===== src/rtl/game_sprite_motion.sv =====
// game_sprite_motion
//   Moves a sprite inside an inclusive rectangle [X_MIN..X_MAX] x [Y_MIN..Y_MAX]
//   by a signed per-step velocity on each strobe. Reaching or crossing a bound
//   clamps the position and pulses edge_hit for one cycle.
//   Optional feature macro: GAME_SPRITE_BOUNCE_EN
//     defined   -> the velocity component that hit a bound is negated and the
//                  sprite keeps running
//     undefined -> the sprite stops in DONE at the clamped position
// Ports
//   clk, rst           clock, asynchronous active-high reset
//   strobe             one-cycle motion tick
//   start              load clamped init position and velocity, enter RUN
//   stop               freeze and enter IDLE
//   x_init, y_init     start position
//   dx_init, dy_init   signed start velocity
//   x, y               registered sprite position
//   running            high while in RUN
//   edge_hit           one-cycle pulse on a bound event, aligned with x/y update
module game_sprite_motion #(
  parameter int X_WIDTH = 10,
  parameter int Y_WIDTH = 10,
  parameter int D_WIDTH = 4,
  parameter int X_MIN   = 0,
  parameter int X_MAX   = 639,
  parameter int Y_MIN   = 0,
  parameter int Y_MAX   = 479
) (
  input  logic                      clk,
  input  logic                      rst,
  input  logic                      strobe,
  input  logic                      start,
  input  logic                      stop,
  input  logic [X_WIDTH-1:0]        x_init,
  input  logic [Y_WIDTH-1:0]        y_init,
  input  logic signed [D_WIDTH-1:0] dx_init,
  input  logic signed [D_WIDTH-1:0] dy_init,
  output logic [X_WIDTH-1:0]        x,
  output logic [Y_WIDTH-1:0]        y,
  output logic                      running,
  output logic                      edge_hit
);

`ifdef GAME_SPRITE_BOUNCE_EN
  localparam bit BOUNCE = 1'b1;
`else
  localparam bit BOUNCE = 1'b0;
`endif

  // Two guard bits: one for carry past the top, one for sign below zero.
  localparam int XS = X_WIDTH + 2;
  localparam int YS = Y_WIDTH + 2;
  localparam logic signed [XS-1:0] XMIN_S = XS'(X_MIN);
  localparam logic signed [XS-1:0] XMAX_S = XS'(X_MAX);
  localparam logic signed [YS-1:0] YMIN_S = YS'(Y_MIN);
  localparam logic signed [YS-1:0] YMAX_S = YS'(Y_MAX);
  localparam logic signed [D_WIDTH-1:0] V_NEG_MAX = {1'b1, {(D_WIDTH-1){1'b0}}};
  localparam logic signed [D_WIDTH-1:0] V_POS_MAX = ~V_NEG_MAX;

  typedef enum logic [1:0] {IDLE, RUN, DONE} state_t;

  state_t                    state, state_next;
  logic signed [D_WIDTH-1:0] vx, vy;
  logic signed [XS-1:0]      nx;
  logic signed [YS-1:0]      ny;
  logic                      ex, ey, step;

  function automatic logic [X_WIDTH-1:0] clamp_x(input logic signed [XS-1:0] v);
    if (v < XMIN_S)      return XMIN_S[X_WIDTH-1:0];
    else if (v > XMAX_S) return XMAX_S[X_WIDTH-1:0];
    else                 return v[X_WIDTH-1:0];
  endfunction

  function automatic logic [Y_WIDTH-1:0] clamp_y(input logic signed [YS-1:0] v);
    if (v < YMIN_S)      return YMIN_S[Y_WIDTH-1:0];
    else if (v > YMAX_S) return YMAX_S[Y_WIDTH-1:0];
    else                 return v[Y_WIDTH-1:0];
  endfunction

  // Negation that saturates the most negative value to the most positive one.
  function automatic logic signed [D_WIDTH-1:0] neg_sat(input logic signed [D_WIDTH-1:0] v);
    if (v == V_NEG_MAX) return V_POS_MAX;
    else                return -v;
  endfunction

  // Candidate step and edge detection. With a zero velocity the position is
  // already in range, so "clamped or landed on a bound" collapses to
  // "at-or-beyond a bound with non-zero velocity".
  always_comb begin
    nx   = signed'({2'b00, x}) + XS'(vx);
    ny   = signed'({2'b00, y}) + YS'(vy);
    ex   = (vx != '0) && ((nx <= XMIN_S) || (nx >= XMAX_S));
    ey   = (vy != '0) && ((ny <= YMIN_S) || (ny >= YMAX_S));
    step = (state == RUN) && strobe;
  end

  always_ff @(posedge clk or posedge rst) begin
    if (rst) state <= IDLE;
    else     state <= state_next;
  end

  always_comb begin
    state_next = state;
    if (start)                               state_next = RUN;
    else if (stop)                           state_next = IDLE;
    else if (!BOUNCE && step && (ex || ey))  state_next = DONE;
  end

  always_comb begin
    running = (state == RUN);
  end

  always_ff @(posedge clk or posedge rst) begin
    if (rst) begin
      x        <= XMIN_S[X_WIDTH-1:0];
      y        <= YMIN_S[Y_WIDTH-1:0];
      vx       <= '0;
      vy       <= '0;
      edge_hit <= 1'b0;
    end else begin
      edge_hit <= 1'b0;
      if (start) begin
        x  <= clamp_x(signed'({2'b00, x_init}));
        y  <= clamp_y(signed'({2'b00, y_init}));
        vx <= dx_init;
        vy <= dy_init;
      end else if (!stop && step) begin
        x        <= clamp_x(nx);
        y        <= clamp_y(ny);
        edge_hit <= ex || ey;
        if (BOUNCE) begin
          if (ex) vx <= neg_sat(vx);
          if (ey) vy <= neg_sat(vy);
        end
      end
    end
  end

endmodule


===== config.mk =====
export PLATFORM = sky130hd
export DESIGN_NAME = game_sprite_motion
export DESIGN_NICKNAME = d
export VERILOG_FILES = /design/src/rtl/game_sprite_motion.sv
export SDC_FILE = /design/constraint.sdc
export NUM_CORES = 1
export LEC_CHECK = 0
export ABC_AREA = 1
export CAP_MARGIN = 20
export CORE_AREA = 2 2 90 92
export CTS_BUF_LIST = sky130_fd_sc_hd__clkbuf_4
export DETAILED_ROUTE_END_ITERATION = 7
export DIE_AREA = 0 0 92 94
export DONT_BUFFER_PORTS = 1
export PLACE_DENSITY = 0.57
export SYNTH_ARGS = -nofsm -noshare
export SYNTH_HDL_FRONTEND = slang
export SYNTH_SLANG_ARGS = --single-unit

===== constraint.sdc =====
create_clock -name clk -period 3.2 [get_ports clk]
set_clock_uncertainty 0.2 [all_clocks]
set_input_delay 0.96 -clock clk [delete_from_list [all_inputs] [get_ports clk]]
set_output_delay 0.96 -clock clk [all_outputs]
set_load 0.02 [all_outputs]

# Word-level counts from Yosys, hierarchy flattened

Index checks and enable logic that the tools add are counted.

Output and inout bits: 22
Input port bits: 33
RAM bits: 0
Memories kept: 0
Flip-flop bits (word level): 31
Bits in read-only memories: 0
Bits in latches: 0
Logic and storage cells: 47

$lt $le $gt $ge: 10
Multiplexer cells: 15
Bitwise operators: 0
Reduce and logical (&&, ||, !) cells: 13
Divide/modulo/power cells: 0
Equality and inequality tests: 1
$mul: 0
$add $sub $neg: 2
Shift-type cells: 0

Operators by type and width:

| operator               | number |
|---|---|
| $mux W10               | 10 |
| $add A11 B4 Y12        | 2 |
| $le A12 B1 Y1 const B  | 2 |
| $lt A12 B1 Y1 const B  | 2 |
| $ge A12 B10 Y1 const B | 1 |
| $ge A12 B11 Y1 const B | 1 |
| $gt A12 B10 Y1 const B | 1 |
| $gt A12 B11 Y1 const B | 1 |
| $gt A10 B10 Y1 const B | 1 |
| $gt A10 B9 Y1 const B  | 1 |
| $reduce_bool A4 Y1     | 2 |
| $mux W2                | 3 |
| $logic_and A1 B1 Y1    | 5 |
| $logic_or A1 B1 Y1     | 3 |
| $reduce_bool A3 Y1     | 1 |
| $eq A2 B1 Y1 const B   | 1 |
| $mux W1                | 2 |
| $reduce_bool A2 Y1     | 1 |
| $logic_not A1 Y1       | 1 |

# Depth between registers and ports, before layout

Gate-level depths: netlist of the first run.

Word-level depth: 9
Mapped depth: 20
Gate-level depth less buffers: 20

# Least setup slack after synthesis of the first run

OpenSTA, ideal clock, no wires.

Path type: register to register
Start point: register y[0]
End point: register state[0]
Path slack: 618 ps
Library setup time: 116 ps
Required time: 2,884 ps
Stages on the path, launching flop included: 17
Data arrival time: 2,266 ps
Path buffers: 0
Clock period less this slack: 2,582 ps
Path through: dfrtp_1 > ha_1 > inv_1 > fa_1 > or2_2 > nor2_1 > nand3_1 > nor2_1 > nand2_1 > nor2_1 > nand3_1 > nand4_1 > nand2_1 > nand2_1 > nand2_2 > nand2_2 > nand2_2

Cells in the longest elaborated chain, start to end: 7
Elaborated cells on any way between the ends: 8
Those cells by class: 1 x add/sub; 2 x order compare; 5 x reduce/logical

Ends and longest elaborated chain:

| item                                                   | RTL line | RTL |
|---|---|---|
| start: declaration                                     | 38       | `output logic [Y_WIDTH-1:0] y,` |
| start signal: assignment                               | 115      | `y <= YMIN_S[Y_WIDTH-1:0];` |
| start signal: assignment                               | 123      | `y <= clamp_y(signed'({2'b00, y_init}));` |
| start signal: assignment                               | 128      | `y <= clamp_y(ny);` |
| $add A11 B4 Y12 *                                      | 90       | `ny = signed'({2'b00, y}) + YS'(vy);` |
| $le A12 B1 Y1 / $ge A12 B10 Y1 (equally long branches) | 92       | `ey = (vy != '0) && ((ny <= YMIN_S) \|\| (ny >= YMAX_S));` |
| $logic_or A1 B1 Y1 *                                   | 92       |  |
| $logic_and A1 B1 Y1 *                                  | 92       |  |
| $logic_or A1 B1 Y1 *                                   | 105      | `else if (!BOUNCE && step && (ex \|\| ey)) state_next = DONE;` |
| $logic_and A1 B1 Y1 *                                  | 105      |  |
| $reduce_bool A3 Y1 (no source line) *                  | --       |  |
| end signal: assignment                                 | 98       | `else state <= state_next;` |
| end: declaration                                       | 61       | `state_t state, state_next;` |

Every way passes the cells marked *; elsewhere a longest branch is shown, timed or not.
A chain may end at the register's enable or synchronous reset.

# Final worst setup path of the first run

Start point: register x[0]
End point: register x[5]

Cells in the longest elaborated chain, start to end: 6
Elaborated cells on any way between the ends: 7
Those cells by class: 1 x add/sub; 2 x order compare; 4 x mux

Ends and longest elaborated chain:

| item                     | RTL line | RTL |
|---|---|---|
| start: declaration       | 37       | `output logic [X_WIDTH-1:0] x,` |
| start signal: assignment | 114      | `x <= XMIN_S[X_WIDTH-1:0];` |
| start signal: assignment | 122      | `x <= clamp_x(signed'({2'b00, x_init}));` |
| start signal: assignment | 127      | `x <= clamp_x(nx);` |
| $add A11 B4 Y12 *        | 89       | `nx = signed'({2'b00, x}) + XS'(vx);` |
| $gt A12 B11 Y1           | 69       | `else if (v > XMAX_S) return XMAX_S[X_WIDTH-1:0];` |
| $mux W10                 | 69       |  |
| $mux W10 *               | 68       | `if (v < XMIN_S) return XMIN_S[X_WIDTH-1:0];` |
| $mux W10 *               | 126      | `end else if (!stop && step) begin` |
| $mux W10 *               | 121      | `if (start) begin` |

Every way passes the cells marked *; elsewhere a longest branch is shown, timed or not. The select of a mux whose other input is x is not followed.

==> results of run 1 <==
## path summary, 6_finish.rpt
path	cells after the start	slack, ns	end
setup reg to reg	17	0.36	x[5]$_DFFE_PP0P_
hold reg to reg	2	0.34	state[1]$_DFFE_PP0P_
setup / recovery	17	0.36	x[5]$_DFFE_PP0P_
max in group asynchronous	2	2.11	y[8]$_DFFE_PP0P_
hold / removal	2	0.34	state[1]$_DFFE_PP0P_
min in group asynchronous	2	0.40	y[0]$_DFFE_PP0P_
## cell usage in the layout, fill, tap and decap left out, drive strengths merged
cell      n
xor2      2
a31oi     3
a21boi    1
or2       2
dfrtp    31
buf       3
xnor2     1
fa        2
nand3    62
ha       22
inv      75
and3      2
nand4     9
nand3b    6
a21oi    17
clkinv    1
nor3      1
nand2   164
o21a      1
o21bai    1
o211ai    2
o21ai    26
clkbuf    7
nor2     40
## power groups by stage
stage               clock, mW  combinational [mW]  sequential, mW
floorplan                   0               0.617           0.517
global placement            0               0.752           0.537
detailed placement          0               0.759           0.537
CTS                     0.254               0.763           0.530
global route            0.273               0.879           0.536
finish                  0.245               0.766           0.528
## sequential cells by signal, summed over array words and instances (netlist names)
name      cells
vy            4
vx            4
state         2
x            10
edge_hit      1
y            10
## critical path: cells and delay by family, from the launching register on
| family | cells | cell delay (ns) |
|---|---|---|
| buffers and inverters | 3 | 0.27 |
| AND/OR/NAND/NOR | 11 | 0.95 |
| adder cells (fa/ha/maj) | 2 | 0.62 |
| AO/OA/AOI/OAI | 1 | 0.18 |
| flip-flops | 1 | 0.50 |
## metrics by stage
stage	area [µm²]	util
2_1_floorplan	2970	-
3_3_place_gp	3100	0.408
3_5_place_dp	3100	0.408
4_1_cts	3160	0.415
5_1_grt	3160	0.415
6_report	3160	0.415
## area by class of cell
type / instances / share of cell area
flip-flops and latches: 31 / 0.246
clock buffers: 7 / 0.0166
multi-input cells: 364 / 0.599
inverters: 75 / 0.0891
repair buffers: 3 / 0.00713
well taps: 102 / 0.0404
clock inverters: 1 / 0.00158
## metal layers
metal,GRT usage,part of all wire,vias up
met2,0.282,0.41,92
met3,0.0369,0.060,11
met5,0,0,-
met1,0.279,0.52,1332
li1,-,-,1537
met4,0.0410,0.015,0
## kinds of logic (layout without fill, tap and decap cells)
| family | after synthesis | after routing | synth area share |
|---|---|---|---|
| simple gates | 286 | 286 | 0.425 |
| buf+inv | 81 | 86 | 0.103 |
| compound gates | 51 | 51 | 0.0963 |
| flops | 31 | 31 | 0.261 |
| fa+ha+maj | 24 | 24 | 0.106 |
| xor+xnor | 3 | 3 | 0.00884 |
==> reports/metrics.cfg, run 1 <==
[run_status]
status = finished clean

[cts]
clkSinkCount = 31
cts_made_buffers = 5
post_cts.repair.setup_buffers = 0
holdBufCountCts = 0
worstSkewPairLatency_ns = 0.32
cts_tree = yes
cts_root_buf = clkbuf_4
cts-resized-gates = 0
clkSlewWorstSetupHoldPaths_ns = 0.11
clockBufferDepth = 2
htreeDepth = 2

[die]
die_w_um = 92
dieHeight_um = 94
fp.dieArea_um2 = 8650
num_rows = 32
pin_count = 55
coreArea_um2 = 7610
start_util = 0.391

[setup_path]
cpPeakStageDelay_ns = 0.50
endpoint_kind = register
arrival_ns = 2.86
r2r-start = x[0]$_DFFE_PP0P_
start_kind = register
critical_path_class = reg -> reg
crit_chain = ha_1 -> inv_1 -> fa_1 -> inv_1 -> nand3_1 -> nand2_2 -> nand3_1 -> nand2_1 -> nand2_1 -> nand2_1 -> nand3_2 -> o21ai_1 -> inv_1 -> nand2_4 -> nand3_1 -> nand3_1 -> nand3_1
crit_slowest_cell = dfrtp_1
cp.required_ns = 3.22
critPathMaxFanout = 10
crit_start = x[0]$_DFFE_PP0P_
cpMostUsedCell = nand3_1

[synthesis]
yosysMostFrequentCell = nand2_1
ys_top_cells_by_area = dfrtp_1 26%, nand2_1 19%, nand3_1 9.9%
ys_seq_elements = 31
synth_edf_count = 0
yosys.area.top_type = dfrtp_1
seq_area_frac_synth = 0.261
yosys_warnings = 0
async_flop_share = 1.00
synth_common_cells = 152 x nand2_1, 71 x inv_1, 59 x nand3_1, 37 x nor2_1, 31 x dfrtp_1
synth_top_area_frac = 0.261
syn-cell-area_um2 = 2970
synth_area_per_cell_um2 = 6.25
syn_nets = 533
ys_types = 30
ys.flop_type = dfrtp_1
netlist_instances = 476

[worst_hold_path]
hold_start = state[1]$_DFFE_PP0P_
hold_path_class = reg -> reg

[timing]
worst_hold_slack_ns = 0.337
final.period_utilization = 0.888
slew_headroom = 0.622
worst_slack_ns = 0.358
rsz0062_at_grt = no
fin_setup_tns_ns = 0
fmax_ghz = 0.352
worstMarginPinSlew_ns = 0.564
timing.final.hold_violations = 0
setup_viol = 0
min_period_ns = 2.84
slew_viol_final = 0

[grt]
grt_start_max_net_pins = 38
grt_pass1_wl_um = 13100
grt_pass1_vias = 2754
antenna_found_initial = 0
grt_overflow = 0
grt_usage = 0.188

[placed_design]
place_hpwl_um = 6370
place_ws_ns = 0.365
gp_congestion = 0.891
io_buffers = 0
place_inst = 575

[final_layout]
area_delta_synth_final_pct = 6.18
drive_gt1_frac = 0.0811
fill_cells = 844
fin_nets = 537
multi_input_area_um2 = 1890
antenna_cells = 0
regArea_um2 = 776
layoutNonFillerInstCount = 583

[pwr]
power_mw = 1.54
p_int_mw = 0.799
power.switching_mw = 0.741
ir_worst_vdd_mv = 0.202
p_leak_nw = 1.70
power_density_nw_per_um2 = 488
clkPwrFrac = 0.159
seq_power_share = 0.343
p_sw_frac = 0.481
combPwrFrac = 0.498

[job]
max_cap_viol_count = 0

[route]
num_vias = 2972
wirelength_um = 7900
drtIter0Drc = 162
wire_per_inst_um = 13.6
drc = 0
ant_nets = 0
drtPass1Iterations = 7
vias_per_cell = 5.10

(Power assumes the default switching activity.)
==> run 2, diff against run 1 <==
--- a/config.mk
+++ b/config.mk
@@ -5,7 +5,6 @@
 export SDC_FILE = /design/constraint.sdc
 export NUM_CORES = 1
 export LEC_CHECK = 0
-export ABC_AREA = 1
 export CAP_MARGIN = 20
 export CORE_AREA = 2 2 90 92
 export CTS_BUF_LIST = sky130_fd_sc_hd__clkbuf_4
==> run 2 against run 1 <==
  * Area after synthesis down 0.46%
  * First-iteration DRC count shrank 3.7%
  * Sequential share of layout area fell by 1.4 points
  * Die area stayed put
  * Setup slack worse by 0.26 ns
  * Maximum frequency shrank 8.5%
  * Routed wire length is 2.9% higher
  * Sequential cell count is the same
==> reports/metrics.cfg, run 2 <==
[setup_path]
rrSetupSlack_ns = 0.09
cp_num_buf_inv = 0
r2r-start = vy[3]$_DFFE_PP0P_
critical-path-top-delay-family = compound AO/OA/AOI/OAI gates
start_kind = register
endpoint_kind = register
reg2reg_to = state[0]$_DFFE_PP0P_
critical_path_class = reg -> reg
reg2reg_depth = 9
arrival_ns = 3.20
critPathMaxFanout = 8
crit_slowest_cell = or4_1
cp.required_ns = 3.29
cpPeakStageDelay_ns = 0.51
cp.depth = 9
crit_chain = ha_1 -> or2_1 -> o211ai_1 -> a2111oi_2 -> or4_1 -> mux2i_2 -> nand2_2 -> o2111ai_2 -> a41o_1

[pwr]
power_density_nw_per_um2 = 536
power_mw = 1.81
p_leak_nw = 1.34
ir_worst_vdd_mv = 0.276

[placed_design]
dpl_cell_area_um2 = 3150
place_inst = 450
io_buffers = 0
gp_congestion = 0.845
place_hpwl_um = 6040

[synthesis]
synth-simple-area-share = 0.183
yosys.area.top_type = dfrtp_1
yosysMostFrequentCell = nor2_1
ys_types = 73
netlist_instances = 338
ys_seq_elements = 31
synth_common_cells = 35 x nor2_1, 31 x dfrtp_1, 29 x a21oi_1, 22 x ha_1, 21 x nand2_1
async_flop_share = 1.00
synth_compound_area_frac = 0.298
syn-cell-area_um2 = 2960
synth_fa_ha_area_frac = 0.107
synth_area_per_cell_um2 = 8.76
ys_top_cells_by_area = dfrtp_1 26%, ha_1 9.3%, a21oi_1 4.9%
seq_area_frac_synth = 0.262
synth_top_area_frac = 0.262
yosys_warnings = 0
synth_xor_area_frac = 0.0473
syn_nets = 395
synth_edf_count = 0
synth_top_family_by_area = compound AO/OA/AOI/OAI gates
synth.area.mux_share = 0.0397
ys.flop_type = dfrtp_1

[route]
drtPass1Iterations = 4
wirelength_um = 8140
num_vias = 2633
ant_nets = 0
wire_per_inst_um = 17.6
vias_per_cell = 5.71
drc = 0
drtIter0Drc = 156

[final_layout]
layoutNonFillerInstCount = 461
fin_nets = 415
area_delta_synth_final_pct = 13.8
final_cell_mix = 35 x nor2_1, 28 x dfrtp_1, 27 x a21oi_1, 27 x buf_4, 20 x nand2_1
regArea_um2 = 779
drive_gt1_frac = 0.253
multi_input_area_um2 = 2130
fin_area_um2 = 3370
fill_cells = 770
mostFrequentLayoutCell = nor2_1
antenna_cells = 0
largestRegisters = x (10), y (10)

[grt]
grt_pass1_wl_um = 12900
grt_usage = 0.189
antenna_found_initial = 0
grt_start_max_net_pins = 42
grt_overflow = 0
grt_pass1_vias = 2630

[timing]
worstMarginPinSlew_ns = 0.550
worst_hold_slack_ns = 0.294
setup_viol = 0
slew_headroom = 0.632
min_period_ns = 3.11
fmax_ghz = 0.322
rsz0062_at_grt = yes
fin_setup_tns_ns = 0
timing.final.hold_violations = 0
slew_viol_final = 0
final.period_utilization = 0.971

[die]
dieHeight_um = 94
pin_count = 55
num_rows = 32
start_util = 0.389
fp.dieArea_um2 = 8650
die_w_um = 92
coreArea_um2 = 7610

[cts]
clkSlewWorstSetupHoldPaths_ns = 0.13
cts_made_buffers = 5
clkSinkCount = 31
worstSkewPairLatency_ns = 0.35
cts_root_buf = clkbuf_4
cts_tree = yes
holdBufCountCts = 0
htreeDepth = 2
clockBufferDepth = 2

[worst_hold_path]
hold_path_class = in -> async

[run_status]
status = finished clean

[job]
max_cap_viol_count = 0

-- run 2: cell count changes in the layout (fill, tap and decap cells not counted), sizes merged, moves of 7 or more --
cell	previous run	this run
nand2	164	21
inv	75	20
nand3	62	7
buf	3	27
a21oi	17	31
nand4	9	2
nor2b	0	7
xnor2	1	8
-- run 2: worst max path at each step --
stage	slack (ns)	endpoint	from
finish	0.09	state[0]$_DFFE_PP0P_	vy[3]$_DFFE_PP0P_
global route	-0.08	y[8]$_DFFE_PP0P_	vy[3]$_DFFE_PP0P_
CTS	0.004	state[1]$_DFFE_PP0P_	x[2]$_DFFE_PP0P_
detailed placement	0.07	state[1]$_DFFE_PP0P_	x[2]$_DFFE_PP0P_
global placement	0.06	state[1]$_DFFE_PP0P_	x[2]$_DFFE_PP0P_
floorplan	0.15	state[0]$_DFFE_PP0P_	x[0]$_DFFE_PP0P_
-- run 2: metal layers --
layer  vias up  global-route usage  share of wire
met1      1273               0.255           0.46
met4         0              0.0224         0.0016
met5         -                   0              0
met3         4              0.0457          0.050
li1       1296                   -              -
met2        60               0.319           0.49
-- run 2: report_power, final --
group | total (mW) | switching [mW] | internal (mW)
logic | 1.05 | 0.616 | 0.433
clock network | 0.263 | 0.175 | 0.0880
registers | 0.495 | 0.0600 | 0.435
-- run 2: final cells by class --
| cell class | instances | share of cell area |
|---|---|---|
| well taps | 102 | 0.0379 |
| repair buffers | 27 | 0.0602 |
| multi-input cells | 274 | 0.631 |
| clock inverters | 3 | 0.00706 |
| clock buffers | 5 | 0.0111 |
| inverters | 19 | 0.0212 |
| flip-flops and latches | 31 | 0.231 |
-- run 2: per-stage QoR --
stage	setup slack (ns)	util
after global routing	-0.0792	0.443
after global placement	0.0563	0.414
after detailed placement	0.0686	0.414
final	0.0934	0.443
after CTS	0.00403	0.423
after floorplan	0.148	-
-- run 2: cell families after synthesis --
| logic type | count (synthesis) |
|---|---|
| buffers and inverters | 33 |
| flip-flops | 31 |
| XOR/XNOR | 16 |
| multiplexers | 11 |
| AND/OR/NAND/NOR | 106 |
| AO/OA/AOI/OAI | 117 |
| adder cells (fa/ha/maj) | 24 |
-- run 2: repair_timing --
item | in CTS | in global routing
pin swaps | 0 | 8
setup endpoints to repair | 1 | 20
resized for setup | 1 | 30
buffers inserted | 0 | 3
endpoints found under the hold margin | 0 | 0
==> run 3, diff against run 2 <==
--- a/config.mk
+++ b/config.mk
@@ -12,6 +12,7 @@
 export DIE_AREA = 0 0 92 94
 export DONT_BUFFER_PORTS = 1
 export PLACE_DENSITY = 0.57
+export RECOVER_POWER = 25
 export SYNTH_ARGS = -nofsm -noshare
 export SYNTH_HDL_FRONTEND = slang
 export SYNTH_SLANG_ARGS = --single-unit
==> constraint.sdc (replaced) <==
create_clock -name clk -period 3.9 [get_ports clk]
set_clock_uncertainty 0.2 [all_clocks]
set_input_delay 1.17 -clock clk [delete_from_list [all_inputs] [get_ports clk]]
set_output_delay 1.17 -clock clk [all_outputs]
set_load 0.02 [all_outputs]
==> run 3 against run 2 <==
  * Routed wire length is 8.9% lower
  * The flow now finishes with violations (capacitance limit, slew limit)
  * First-iteration DRC count is 13% lower
  * Design area is 9.5% lower
  * Combinational power is 33% lower
  * Total power is 26% lower
  * Via count is 4.9% lower
  * Utilization is 4.2 points lower
  * Final cell count is 5.2% lower
  * Critical endpoint is now state[1]$_DFFE_PP0P_
  * Sequential cell count stayed put
  * Clock-buffer cell count is 1 higher
  * Critical path depth is 2 higher
  * Hold slack better by 0.034 ns
==> reports/metrics.cfg, run 3 (synthesis gave the netlist of run 2 again) <==
[route]
wire_per_inst_um = 17.0
wirelength_um = 7410
drc = 0
ant_nets = 0
num_vias = 2503
drtPass1Iterations = 4
drtIter0Drc = 135
vias_per_cell = 5.73

[placed_design]
gp_congestion = 0.853
dpl_cell_area_um2 = 2990
place_ws_ns = 0.518
io_buffers = 0
place_hpwl_um = 5730

[worst_hold_path]
hold_start = state[0]$_DFFE_PP0P_
hold_path_class = reg -> reg
holdPathStages = 1

[job]
max_cap_viol_count = 1

[cts]
clkSinkCount = 31
holdBufCountCts = 0
clockBufferDepth = 2
cts-resized-gates = 0
cts_made_buffers = 5
cts_tree = yes
post_cts.repair.setup_buffers = 0
cts_root_buf = clkbuf_4
clkSlewWorstSetupHoldPaths_ns = 0.10
htreeDepth = 2
worstSkewPairLatency_ns = 0.35

[final_layout]
fin_area_um2 = 3050
final_cell_mix = 35 x nor2_1, 31 x dfrtp_1, 29 x a21oi_1, 22 x ha_1, 21 x nand2_1
area_delta_synth_final_pct = 2.92
mostFrequentLayoutCell = nor2_1
largestRegisters = x (10), y (10)
drive_gt1_frac = 0.122
antenna_cells = 0
fin_nets = 391

[setup_path]
r2r-start = x[0]$_DFFE_PP0P_
cp.required_ns = 3.94
reg2reg_depth = 11
critPathMaxFanout = 4
crit_start = x[0]$_DFFE_PP0P_
endpoint_kind = register
start_kind = register
arrival_ns = 3.42
rrSetupSlack_ns = 0.51
critical_path_class = reg -> reg

[die]
coreArea_um2 = 7610
start_util = 0.389
die_w_um = 92
num_rows = 32
fp.dieArea_um2 = 8650
pin_count = 55
dieHeight_um = 94

[timing]
fin_setup_tns_ns = 0
setup_viol = 0
fmax_ghz = 0.295
final.period_utilization = 0.868
worst_slack_ns = 0.514
slew_viol_final = 32
slew_headroom = -0.225
worstMarginPinSlew_ns = 1.84
timing.final.hold_violations = 0
min_period_ns = 3.39
rsz0062_at_grt = no

[grt]
grt_overflow = 0
antenna_found_initial = 0
grt_pass1_wl_um = 12400
grt_usage = 0.180
grt_start_max_net_pins = 42
grt_pass1_vias = 2461

[run_status]
violations = capacitance limit, slew limit
status = finished, violations left

[pwr]
power_density_nw_per_um2 = 439
ir_worst_vdd_mv = 0.176
p_leak_nw = 1.22

## run 3: metal layers
metal  GRT usage  share of wire  vias to the layer above
li1            -              -                     1250
met5           0              0                        -
met3      0.0409          0.061                        8
met1       0.258           0.50                     1181
met4      0.0435         0.0077                        0
met2       0.276           0.43                       64
## run 3: path summary, 6_finish.rpt
path | to
worst max register to register | state[1]$_DFFE_PP0P_
min in group asynchronous | y[6]$_DFFE_PP0P_
worst min register to register | state[0]$_DFFE_PP0P_
worst min-delay path | state[0]$_DFFE_PP0P_
max in group asynchronous | state[0]$_DFFE_PP0P_
worst max-delay path | state[1]$_DFFE_PP0P_
## run 3: layout make-up
cell class / count / area [µm²]
fill: 799 / 4560
multi-input combinational: 274 / 2000
sequential: 31 / 776
tap: 102 / 128
inverter: 19 / 71.3
clock buffer: 6 / 45.0
timing repair buffer: 3 / 18.8
clock inverter: 2 / 12.5
## run 3: power breakdown
part	internal, mW	switching (mW)
sequential	0.356	0.0750
clock	0.0765	0.127
combinational	0.286	0.418
total	0.719	0.620
## run 3: through the flow
step                      total power [mW]  utilization  std cells  hold slack, ns
after floorplan                       1.02            -        338           0.281
after global placement                1.13        0.393        429           0.292
after detailed placement              1.14        0.393        429           0.317
after CTS                             1.35        0.401        437           0.343
after global routing                  1.45        0.400        437           0.370
final                                 1.34        0.400        437           0.328
## run 3: worst max-delay path: stages, from the launching register on
cell	delay [ns]
dfrtp_1	0.51
ha_1	0.26
inv_1	0.07
fa_1	0.43
nor2b_4	0.16
o31a_4	0.17
o21ai_2	0.06
a2111oi_2	0.54
o41a_1	0.26
o2bb2ai_1	0.16
nand4_1	0.14
a311oi_1	0.32
